--- config.mk ---
export PLATFORM = sky130hd
export DESIGN_NAME = clk_monitor
export DESIGN_NICKNAME = d
export VERILOG_FILES = /design/src/rtl/clk_monitor_pkg.sv /design/src/rtl/clk_monitor_chk.sv /design/src/rtl/clk_monitor.sv
export SDC_FILE = /design/constraint.sdc
export NUM_CORES = 1
export LEC_CHECK = 0
export ABC_CLOCK_PERIOD_IN_PS = 2300
export CAP_MARGIN = 25
export CELL_PAD_IN_SITES_DETAIL_PLACEMENT = 1
export CELL_PAD_IN_SITES_GLOBAL_PLACEMENT = 1
export CORE_ASPECT_RATIO = 1.2
export CORE_MARGIN = 5
export CORE_UTILIZATION = 30
export DETAILED_ROUTE_END_ITERATION = 8
export PLACE_DENSITY_LB_ADDON = 0.1
export SLEW_MARGIN = 20
export SYNTH_ARGS = -nofsm -noshare
export SYNTH_HDL_FRONTEND = slang
export SYNTH_HIERARCHICAL = 1
export SYNTH_SLANG_ARGS = --single-unit
export TNS_END_PERCENT = 1
--- constraint.sdc ---
create_clock -name clk -period 2.3 [get_ports clk]
set_clock_uncertainty 0.15 [all_clocks]
set_input_delay 0.46 -clock clk [delete_from_list [all_inputs] [get_ports clk]]
set_output_delay 0.46 -clock clk [all_outputs]
set_load 0.02 [all_outputs]
--- src/rtl/clk_monitor_pkg.sv ---
// -----------------------------------------------------------------------------
// clk_monitor_pkg
// Shared definitions for the divided-clock monitor:
//   - CNT_W / CNT_MAX : width and saturation value of the per-channel
//                       half-period counter
//   - chk_state_e     : per-channel monitor state (3-bit encoding)
//   - sat_inc()       : saturating increment used by the half-period counter
// -----------------------------------------------------------------------------
package clk_monitor_pkg;

  localparam int CNT_W = 8;
  localparam logic [CNT_W-1:0] CNT_MAX = {CNT_W{1'b1}};

  typedef enum logic [2:0] {
    ST_IDLE   = 3'd0,
    ST_SYNC   = 3'd1,
    ST_CHECK  = 3'd2,
    ST_LOCKED = 3'd3,
    ST_FAULT  = 3'd4
  } chk_state_e;

  // Counter sticks at CNT_MAX so a dead input can never wrap back onto HALF.
  function automatic logic [CNT_W-1:0] sat_inc(input logic [CNT_W-1:0] v);
    return (v == CNT_MAX) ? v : v + CNT_W'(1);
  endfunction

endpackage

--- src/rtl/clk_monitor_chk.sv ---
// -----------------------------------------------------------------------------
// clk_chk
// One monitor channel. Watches a divided clock that is generated in the clk
// domain and checks that every half-period lasts exactly HALF clk cycles.
// After one synchronising edge and LOCK_CNT consecutive good half-periods the
// channel reports lock; any bad half-period while locked latches a fault that
// only i_enb low or reset can clear.
//
// Ports:
//   clk     in  system clock, all logic on its rising edge
//   rst     in  asynchronous active-low reset
//   i_enb   in  monitor enable; low returns the channel to IDLE
//   i_div   in  divided clock under test (already in the clk domain)
//   o_lock  out channel is LOCKED
//   o_err   out channel is in FAULT (sticky)
// -----------------------------------------------------------------------------
module clk_chk
  import clk_monitor_pkg::*;
#(
  parameter int HALF     = 4,
  parameter int LOCK_CNT = 4
) (
  input  logic clk,
  input  logic rst,
  input  logic i_enb,
  input  logic i_div,
  output logic o_lock,
  output logic o_err
);

  localparam int GW = $clog2(LOCK_CNT + 1);
  localparam logic [CNT_W-1:0] HALF_C  = CNT_W'(HALF);
  localparam logic [GW-1:0]    LOCK_M1 = GW'(LOCK_CNT - 1);
  localparam logic [GW-1:0]    LOCK_C  = GW'(LOCK_CNT);

  logic             r_sq;
  logic [CNT_W-1:0] r_cnt;
  logic [GW-1:0]    r_good;
  logic [GW-1:0]    w_good_nxt;
  chk_state_e       r_state;
  chk_state_e       w_state_nxt;

  logic w_edge;
  logic w_at_half;
  logic w_good;
  logic w_bad;

  // Input is already clk-synchronous, so a single register is enough to see
  // transitions; no extra synchroniser stages.
  assign w_edge    = i_div ^ r_sq;
  assign w_at_half = (r_cnt == HALF_C);
  assign w_good    = w_edge & w_at_half;
  // Bad: an edge arriving early/late, or the expected edge missing at HALF.
  assign w_bad     = w_edge ^ w_at_half;

  always_ff @(posedge clk or negedge rst) begin
    if (!rst) begin
      r_sq  <= 1'b0;
      r_cnt <= '0;
    end else begin
      r_sq  <= i_div;
      // Count restarts at 1 on the edge so that cnt == HALF on the next edge
      // of an ideal divider.
      r_cnt <= w_edge ? CNT_W'(1) : sat_inc(r_cnt);
    end
  end

  always_ff @(posedge clk or negedge rst) begin
    if (!rst) begin
      r_state <= ST_IDLE;
      r_good  <= '0;
    end else begin
      r_state <= w_state_nxt;
      r_good  <= w_good_nxt;
    end
  end

  always_comb begin
    w_state_nxt = r_state;
    w_good_nxt  = r_good;
    if (!i_enb) begin
      // Disable overrides any edge seen in the same cycle.
      w_state_nxt = ST_IDLE;
      w_good_nxt  = '0;
    end else begin
      unique case (r_state)
        ST_IDLE: begin
          w_state_nxt = ST_SYNC;
        end
        ST_SYNC: begin
          // Phase of the divider is unknown here, so timeouts are ignored and
          // the first edge just aligns the counter.
          if (w_edge) begin
            w_state_nxt = ST_CHECK;
            w_good_nxt  = '0;
          end
        end
        ST_CHECK: begin
          if (w_good) begin
            if (r_good == LOCK_M1) begin
              w_state_nxt = ST_LOCKED;
              w_good_nxt  = LOCK_C;
            end else begin
              w_good_nxt = r_good + GW'(1);
            end
          end else if (w_bad) begin
            w_state_nxt = ST_SYNC;
            w_good_nxt  = '0;
          end
        end
        ST_LOCKED: begin
          if (w_bad) begin
            w_state_nxt = ST_FAULT;
          end
        end
        ST_FAULT: begin
          w_state_nxt = ST_FAULT;
        end
        default: begin
          w_state_nxt = ST_IDLE;
          w_good_nxt  = '0;
        end
      endcase
    end
  end

  // Flags decode straight from the state register: no combinational glitches.
  assign o_lock = (r_state == ST_LOCKED);
  assign o_err  = (r_state == ST_FAULT);

endmodule

--- src/rtl/clk_monitor.sv ---
// -----------------------------------------------------------------------------
// clk_monitor
// Monitors three clk-domain divided clocks (clk10, clk20, clk40) for correct
// half-period length and reports per-channel lock and sticky fault flags.
// Channels are fully independent; all_lock is the AND of the three locks.
//
// Ports:
//   clk       in   system clock (rising edge)
//   rst       in   asynchronous active-low reset
//   enb       in   monitor enable; low forces every channel to IDLE
//   clk10     in   divided clock, expected half-period HALF10 clk cycles
//   clk20     in   divided clock, expected half-period HALF20 clk cycles
//   clk40     in   divided clock, expected half-period HALF40 clk cycles
//   lock[2:0] out  locked flags, bit0=clk10 bit1=clk20 bit2=clk40
//   err[2:0]  out  sticky fault flags, same bit order
//   all_lock  out  all three channels locked
// -----------------------------------------------------------------------------
module clk_monitor
  import clk_monitor_pkg::*;
#(
  parameter int HALF10   = 4,
  parameter int HALF20   = 2,
  parameter int HALF40   = 1,
  parameter int LOCK_CNT = 4
) (
  input  logic       clk,
  input  logic       rst,
  input  logic       enb,
  input  logic       clk10,
  input  logic       clk20,
  input  logic       clk40,
  output logic [2:0] lock,
  output logic [2:0] err,
  output logic       all_lock
);

  logic [2:0] w_lock;
  logic [2:0] w_err;

  clk_chk #(.HALF(HALF10), .LOCK_CNT(LOCK_CNT)) u_chk10 (
    .clk    (clk),
    .rst    (rst),
    .i_enb  (enb),
    .i_div  (clk10),
    .o_lock (w_lock[0]),
    .o_err  (w_err[0])
  );

  clk_chk #(.HALF(HALF20), .LOCK_CNT(LOCK_CNT)) u_chk20 (
    .clk    (clk),
    .rst    (rst),
    .i_enb  (enb),
    .i_div  (clk20),
    .o_lock (w_lock[1]),
    .o_err  (w_err[1])
  );

  clk_chk #(.HALF(HALF40), .LOCK_CNT(LOCK_CNT)) u_chk40 (
    .clk    (clk),
    .rst    (rst),
    .i_enb  (enb),
    .i_div  (clk40),
    .o_lock (w_lock[2]),
    .o_err  (w_err[2])
  );

  assign lock     = w_lock;
  assign err      = w_err;
  assign all_lock = &w_lock;

endmodule

-- Word-level counts from Yosys, hierarchy flattened
Index checks and enable logic that the tools add are counted.
Widths: inputs -> output; s select.
- bits in registers: 45
- output and inout port bits: 7
- word-level logic and storage cells: 124
- add/subtract/negate cells: 6
- eq/ne operators: 39
- mux-type cells: 45
- bitwise operators: 9
- reduce and logical (&&, ||, !) cells: 13
- operators by type and width (kind ; number):
    $mux 3 ; 33
    $mux 8 ; 6
    $pmux 3 s5 ; 3
    $eq 3x2->1 const B ; 9
    $pmux 3 s3 ; 3
    $add 8x1->8 const B ; 3
    $eq 8x8->1 const B ; 3
    $ne 4x2->1 const B ; 3
    $ne 4x4->1 const B ; 3
    $reduce_and 3->1 ; 4
    $reduce_and 4->1 ; 3
    $add 3x1->3 const B ; 3
    $eq 3x1->1 const B ; 3
    $eq 3x3->1 const B ; 3
    $logic_not 3->1 ; 3
    $ne 3x2->1 const B ; 3
    $ne 3x3->1 const B ; 3
    $reduce_or 3->1 ; 3
    $eq 8x1->1 const B ; 1
    $eq 8x2->1 const B ; 1
    $eq 8x3->1 const B ; 1
    $ne 2x1->1 const B ; 3
    $ne 2x2->1 const B ; 3
    $xor 1x1->1 ; 6
    $and 1x1->1 ; 3

-- Logic depth before layout (Yosys ltp)
- depth in word-level cells: 6
- gate-level depth with buffers: 8
- mapped depth without buffers: 8

-- Hierarchy
Netlist, hierarchy kept.
- modules (own cells, without submodules) (module ; times used ; cells each ; area an instance (sq um)):
    clk_chk (u_chk10) ; 1 ; 93 ; 920.9
    clk_chk (u_chk40) ; 1 ; 92 ; 880.8
    clk_chk (u_chk20) ; 1 ; 89 ; 839.6
    clk_monitor ; 1 ; 1 ; 6.3

-- Worst setup path before layout
No wires, ideal clock.
- kind: reg2reg
- start point: register u_chk10.r_cnt[4]
- end point: register u_chk10.r_state[0]
- setup time: 0.128 ns
- arrival time: 2.043 ns
- required time: 2.022 ns
- setup slack: -0.020 ns
- cell stages (with the launch flop): 8
- path buffers: 1
- cells stage by stage: dfrtp_1 buf_6 or4_4 nor3_2 ha_1 nand4bb_1 a2bb2oi_2 mux2_1
- longest elaborated chain between the ends: 5
- elaborated cells on any way between the ends: 10
- those cells by class: 4 x eq/ne; 3 x mux; 2 x bitwise; 1 x reduce/logical
- RTL lines (element ; line ; RTL):
    start, declared ; clk_monitor_chk.sv:37 ; logic [CNT_W-1:0] r_cnt;
    start signal, assigned ; clk_monitor_chk.sv:64 ; r_cnt <= w_edge ? CNT_W'(1) : sat_inc(r_cnt);
    $eq 8x3->1 * ; clk_monitor_chk.sv:51 ; assign w_at_half = (r_cnt == HALF_C);
    $and 1x1->1 ; clk_monitor_chk.sv:52 ; assign w_good = w_edge & w_at_half;
    $mux 3 ; clk_monitor_chk.sv:99 ; if (w_good) begin
    $pmux 3 s5 ; clk_monitor_chk.sv:86 ; unique case (r_state)
    $mux 3 ; clk_monitor_chk.sv:81 ; if (!i_enb) begin
    end signal, assigned ; clk_monitor_chk.sv:73 ; r_state <= w_state_nxt;
    end, declared ; clk_monitor_chk.sv:40 ; chk_state_e r_state;
Mark *: on every way between the ends. The rest lies on a longest branch, timed or not.
A chain may end at the register's enable or synchronous reset.

-- Worst setup path after layout
Ends and elaborated chain as after synthesis.

==> summary by stage <==
Synthesis
For this run, the leading register cell type out of synthesis is sky130_fd_sc_hd__dfrtp_1. Synthesis handed over a netlist of 275 instances. The synthesis-stage register bit count is 45.

Of the total synthesized cell area, the portion taken by AND, OR, NAND and NOR gates is 0.250. The number of warnings issued by yosys is 6. Of the total synthesized cell area, the portion taken by XOR and XNOR cells is 0.0194.

The number of library cell types mapped by synthesis is 62. The total nets after synthesis is 296. The mapped netlist covers 2650 um^2.

The post-synthesis mux area share is 0.0246. The fraction of registers with async set or reset after synthesis is 1.00. Averaged over all synthesized cells, the footprint is 9.63 um^2. The complex-gate fraction of the synthesized area is 0.163. In this run, synthesis inferred 0 flip-flops with an integrated enable.

The post-synthesis adder-cell area fraction is 0.0709. By area, the combinational part of the netlist is dominated by simple AND/OR/NAND/NOR gates. The share of the Yosys chip area taken by registers is 0.425.

Layout
From synthesis to final layout, the design area changed by 23.9%. The final layout contains 339 nets. For this run, the share of the core covered by cells in the final layout is 0.381. The filler cell count is 1013. The count of antenna diodes in the layout is 0. The layout cell share with drive strength beyond 1 is 0.213.

Critical path
The critical path capture point type is a flop. The critical path startpoint category is a flop. The setup path with the least slack is of type reg2reg.

Data arrives at the worst endpoint at 2.32 ns. The biggest fanout along the worst timing path is 2. The worst endpoint required time is 2.34 ns.

GRT
For met1 alone, demand over resource in global routing was 0.169. The first global-routing pass estimated 11000 um of wire. The met2 routing resource usage after global routing is 0.210. The largest net degree at the start of global routing is 25. The number of antenna violations at the first check in global routing came to 0. The number of global-route vias before repair is 2292. Across every metal layer, demand over resource in global routing totals 0.128.

After global routing the overflow that remains totals 0. The peak-usage layer in the global routing report is met2. In the global route stage, met3 resource usage came out at 0.0239.

Placement
Before CTS, the worst setup slack after placement is -0.110 ns. The final HPWL from detailed placement is 4770 um. The number of port buffers is 12. The global placer's final weighted congestion is 0.745.

Floorplan
In this run the vertical extent of the chip is 113 um. The floorplan core area is 8610 um^2. The die covers 10800 um^2. The starting density of the core is 0.307.

The standard-cell row count is 37. From left edge to right edge, the die measures 95.8 um. The I/O pin count is 13.

CTS
CTS placed an instance of sky130_fd_sc_hd__clkbuf_8 at the clock tree root. TritonCTS built the clock tree. Post-CTS timing repair inserted 0 buffers for setup. The clock input transition at the sequential cells of the worst setup and hold paths is 0.09 ns. The CTS H-tree depth is 2.

The clock reaches the later pin of the worst-skew pair after 0.30 ns. The tree built by TritonCTS fans out to 45 sinks. TritonCTS created 5 clock buffers. The clock passes through at most 2 buffers.

Route
The remaining design rule violation count is 0. In the routed layout, each cell is associated on average with a via count of 5.15. Dividing the detail-routed wire length by the instance count gives 14.7 um. The via count is 2244.

The first detailed-routing pass ran for 4 iterations. The count of antenna-violating nets left after detailed routing is 0. The violation count after the first detailed-route iteration is 63.

The routed design has 6400 um of wire.

STA
The upper clock frequency limit is 0.439 GHz. Setup repair after global routing could not meet its margin everywhere. The setup TNS is 0 ns. The number of pins exceeding their max-slew limit in the final report is 0. Setup slack closes at 0.0212 ns.

The worst-margin pin slew is 0.394 ns. The shortest clock period the worst path allows after layout is 2.28 ns. In the finished design, the share of the clock period the worst path needs comes to 0.991.

Setup violations remaining at the end of the flow were counted as 0. The headroom to the max-slew limit is 0.737. The total count of hold-check failures in the final report is 0.

Power and ir drop
Of the total power, the share spent switching nets is 0.305. The analysis attributes to net switching a power of 589 uW. In this run the power density over the cells is 588 nW/um^2. The worst supply voltage drop on vdd is 0.225 mV.

The cell internal power dissipation is 1340 uW. For this design the static power due to leakage is 0.00147 uW. The relative contribution of sequential cells to total power is 0.475. Of the total power, combinational logic draws 0.238.

Of the total power, the clock network draws 0.287.

Run
The number of max-cap violations is 0.

Run status
The flow ran to the end, and the final reports show no timing, DRC or antenna violations.

Min path
The path class of the tightest hold or removal check is reg2reg.
## worst paths after layout
path                              startpoint                 end  slack (ns)  depth (start not counted)
max                         u_chk10/r_cnt[4]  u_chk10/r_state[0]        0.02                          6
min in group asynchronous                rst    u_chk40/r_cnt[7]        0.45                          2
max reg2reg                 u_chk10/r_cnt[4]  u_chk10/r_state[0]        0.02                          6
max in group asynchronous                rst    u_chk10/r_cnt[6]        1.07                          3
min reg2reg                u_chk40/r_good[0]   u_chk40/r_good[0]        0.35                          1
min                        u_chk40/r_good[0]   u_chk40/r_good[0]        0.35                          1
## area by class of cell
class                   count  area (um^2)  area share
multi-input cells         202         1460       0.446
repair buffers             45          370       0.113
flip-flops and latches     45         1130       0.343
well taps                 117          146      0.0446
inverters                  19         71.3      0.0217
clock buffers               7         96.3      0.0294
clock inverters             1         5.00     0.00153
## power groups by stage
| stage | clock network, uW | logic [uW] | registers [uW] |
|---|---|---|---|
| 6_report | 554 | 460 | 915 |
| 5_1_grt | 623 | 521 | 929 |
| 4_1_cts | 586 | 447 | 915 |
| 3_5_place_dp | 0 | 444 | 931 |
| 3_3_place_gp | 0 | 441 | 930 |
| 2_1_floorplan | 0 | 265 | 921 |
## metrics by stage
| stage | hold WS (ns) | power, uW | instance area, um^2 | instances |
|---|---|---|---|---|
| floorplan | 0.0144 | 1190 | 2650 | 275 |
| global route | 0.381 | 2070 | 3280 | 436 |
| global placement | 0.274 | 1370 | 3110 | 427 |
| CTS | 0.357 | 1950 | 3230 | 436 |
| detailed placement | 0.264 | 1370 | 3110 | 427 |
| finish | 0.355 | 1930 | 3280 | 436 |
## placed cells by master (no fill, tap or decap), types with 3 or more instances in the layout
cell type	netlist	routed
sky130_fd_sc_hd__a21oi_1	12	12
sky130_fd_sc_hd__a31oi_1	11	11
sky130_fd_sc_hd__and2_1	3	3
sky130_fd_sc_hd__and3_1	8	8
sky130_fd_sc_hd__buf_4	2	31
sky130_fd_sc_hd__clkbuf_8	0	7
sky130_fd_sc_hd__clkdlybuf4s50_1	0	5
sky130_fd_sc_hd__dfrtp_1	45	45
sky130_fd_sc_hd__dlygate4sd2_1	0	6
sky130_fd_sc_hd__ha_1	15	14
sky130_fd_sc_hd__inv_1	16	16
sky130_fd_sc_hd__inv_2	3	3
sky130_fd_sc_hd__nand2_1	19	19
sky130_fd_sc_hd__nand2b_1	3	3
sky130_fd_sc_hd__nand3_1	8	8
sky130_fd_sc_hd__nand4_1	8	8
sky130_fd_sc_hd__nor2_1	13	13
sky130_fd_sc_hd__nor2b_1	8	7
sky130_fd_sc_hd__nor3_1	13	11
sky130_fd_sc_hd__nor3b_1	5	4
sky130_fd_sc_hd__nor4_1	6	5
sky130_fd_sc_hd__o21ai_0	13	13
sky130_fd_sc_hd__o21bai_1	3	3
sky130_fd_sc_hd__o22ai_1	3	3
## worst max-delay path, stage by stage, from the launching register on
cell and delay, ns:
sky130_fd_sc_hd__dfrtp_1 0.39, sky130_fd_sc_hd__or4_4 0.56, sky130_fd_sc_hd__nor3_4 0.19, sky130_fd_sc_hd__ha_4 0.24
sky130_fd_sc_hd__nand4bb_1 0.18, sky130_fd_sc_hd__a2bb2oi_2 0.16, sky130_fd_sc_hd__mux2_4 0.30
## cells in the mapped netlist, types with 2 or more instances
library cell | number | share of area
sky130_fd_sc_hd__and2b_2 | 2 | 0.0066
sky130_fd_sc_hd__and2_1 | 3 | 0.0071
sky130_fd_sc_hd__nor3b_1 | 5 | 0.014
sky130_fd_sc_hd__buf_2 | 4 | 0.0076
sky130_fd_sc_hd__nand4b_1 | 2 | 0.0066
sky130_fd_sc_hd__dfrtp_1 | 45 | 0.43
sky130_fd_sc_hd__nand2_1 | 19 | 0.027
sky130_fd_sc_hd__nand2b_1 | 3 | 0.0071
sky130_fd_sc_hd__o22ai_1 | 3 | 0.0071
sky130_fd_sc_hd__buf_4 | 2 | 0.0057
sky130_fd_sc_hd__nor4_1 | 6 | 0.014
sky130_fd_sc_hd__inv_2 | 3 | 0.0043
sky130_fd_sc_hd__mux2_1 | 2 | 0.0085
sky130_fd_sc_hd__mux2_2 | 2 | 0.0085
sky130_fd_sc_hd__a22o_1 | 2 | 0.0066
sky130_fd_sc_hd__xnor2_1 | 2 | 0.0066
sky130_fd_sc_hd__and3_1 | 8 | 0.019
sky130_fd_sc_hd__o21ai_0 | 13 | 0.025
sky130_fd_sc_hd__a21oi_1 | 12 | 0.023
sky130_fd_sc_hd__mux2i_1 | 2 | 0.0076
sky130_fd_sc_hd__nand4_1 | 8 | 0.019
sky130_fd_sc_hd__nor3_1 | 13 | 0.025
sky130_fd_sc_hd__xor2_1 | 2 | 0.0066
sky130_fd_sc_hd__o21bai_1 | 3 | 0.0085
sky130_fd_sc_hd__a31oi_1 | 11 | 0.026
sky130_fd_sc_hd__o2bb2ai_1 | 2 | 0.0066
sky130_fd_sc_hd__or4_4 | 2 | 0.0085
sky130_fd_sc_hd__clkbuf_1 | 2 | 0.0028
sky130_fd_sc_hd__nand3_1 | 8 | 0.015
sky130_fd_sc_hd__nor2_1 | 13 | 0.018
sky130_fd_sc_hd__a211oi_2 | 2 | 0.0095
sky130_fd_sc_hd__nor2b_1 | 8 | 0.019
sky130_fd_sc_hd__o32ai_1 | 3 | 0.0099
sky130_fd_sc_hd__ha_1 | 15 | 0.071
sky130_fd_sc_hd__inv_1 | 16 | 0.023
## sequential cells by signal, indices dropped and copies added, names as in the netlist
signal / flops
u_chk10/r_good: 3
u_chk20/r_good: 3
u_chk10/r_sq: 1
u_chk20/r_sq: 1
u_chk40/r_cnt: 8
u_chk40/r_good: 3
u_chk20/r_state: 3
u_chk10/r_state: 3
u_chk40/r_state: 3
u_chk40/r_sq: 1
u_chk10/r_cnt: 8
u_chk20/r_cnt: 8
## kinds of logic (layout without fill, tap and decap cells)
family	after synthesis	in the layout
multiplexers	6	6
AO/OA/AOI/OAI	63	63
adder cells (fa/ha/maj)	15	15
XOR/XNOR	5	5
AND/OR/NAND/NOR	113	113
flip-flops	45	45
buffers and inverters	28	72
## metal layers
layer / routed length [um] / part of all wire
met1: 3080 / 0.48
met2: 3140 / 0.49
met3: 77 / 0.012
met4: 100 / 0.016
met5: 0 / 0
## what timing repair did
action / 4_1_cts / 5_1_grt
resized for setup: 9 / 9
hold buffers: 1 / 0
hold endpoints to repair: 13 / 0
pin swaps: 0 / 1
endpoints found under the setup margin: 9 / 7
Note: power is estimated with default switching activity, not from simulation.
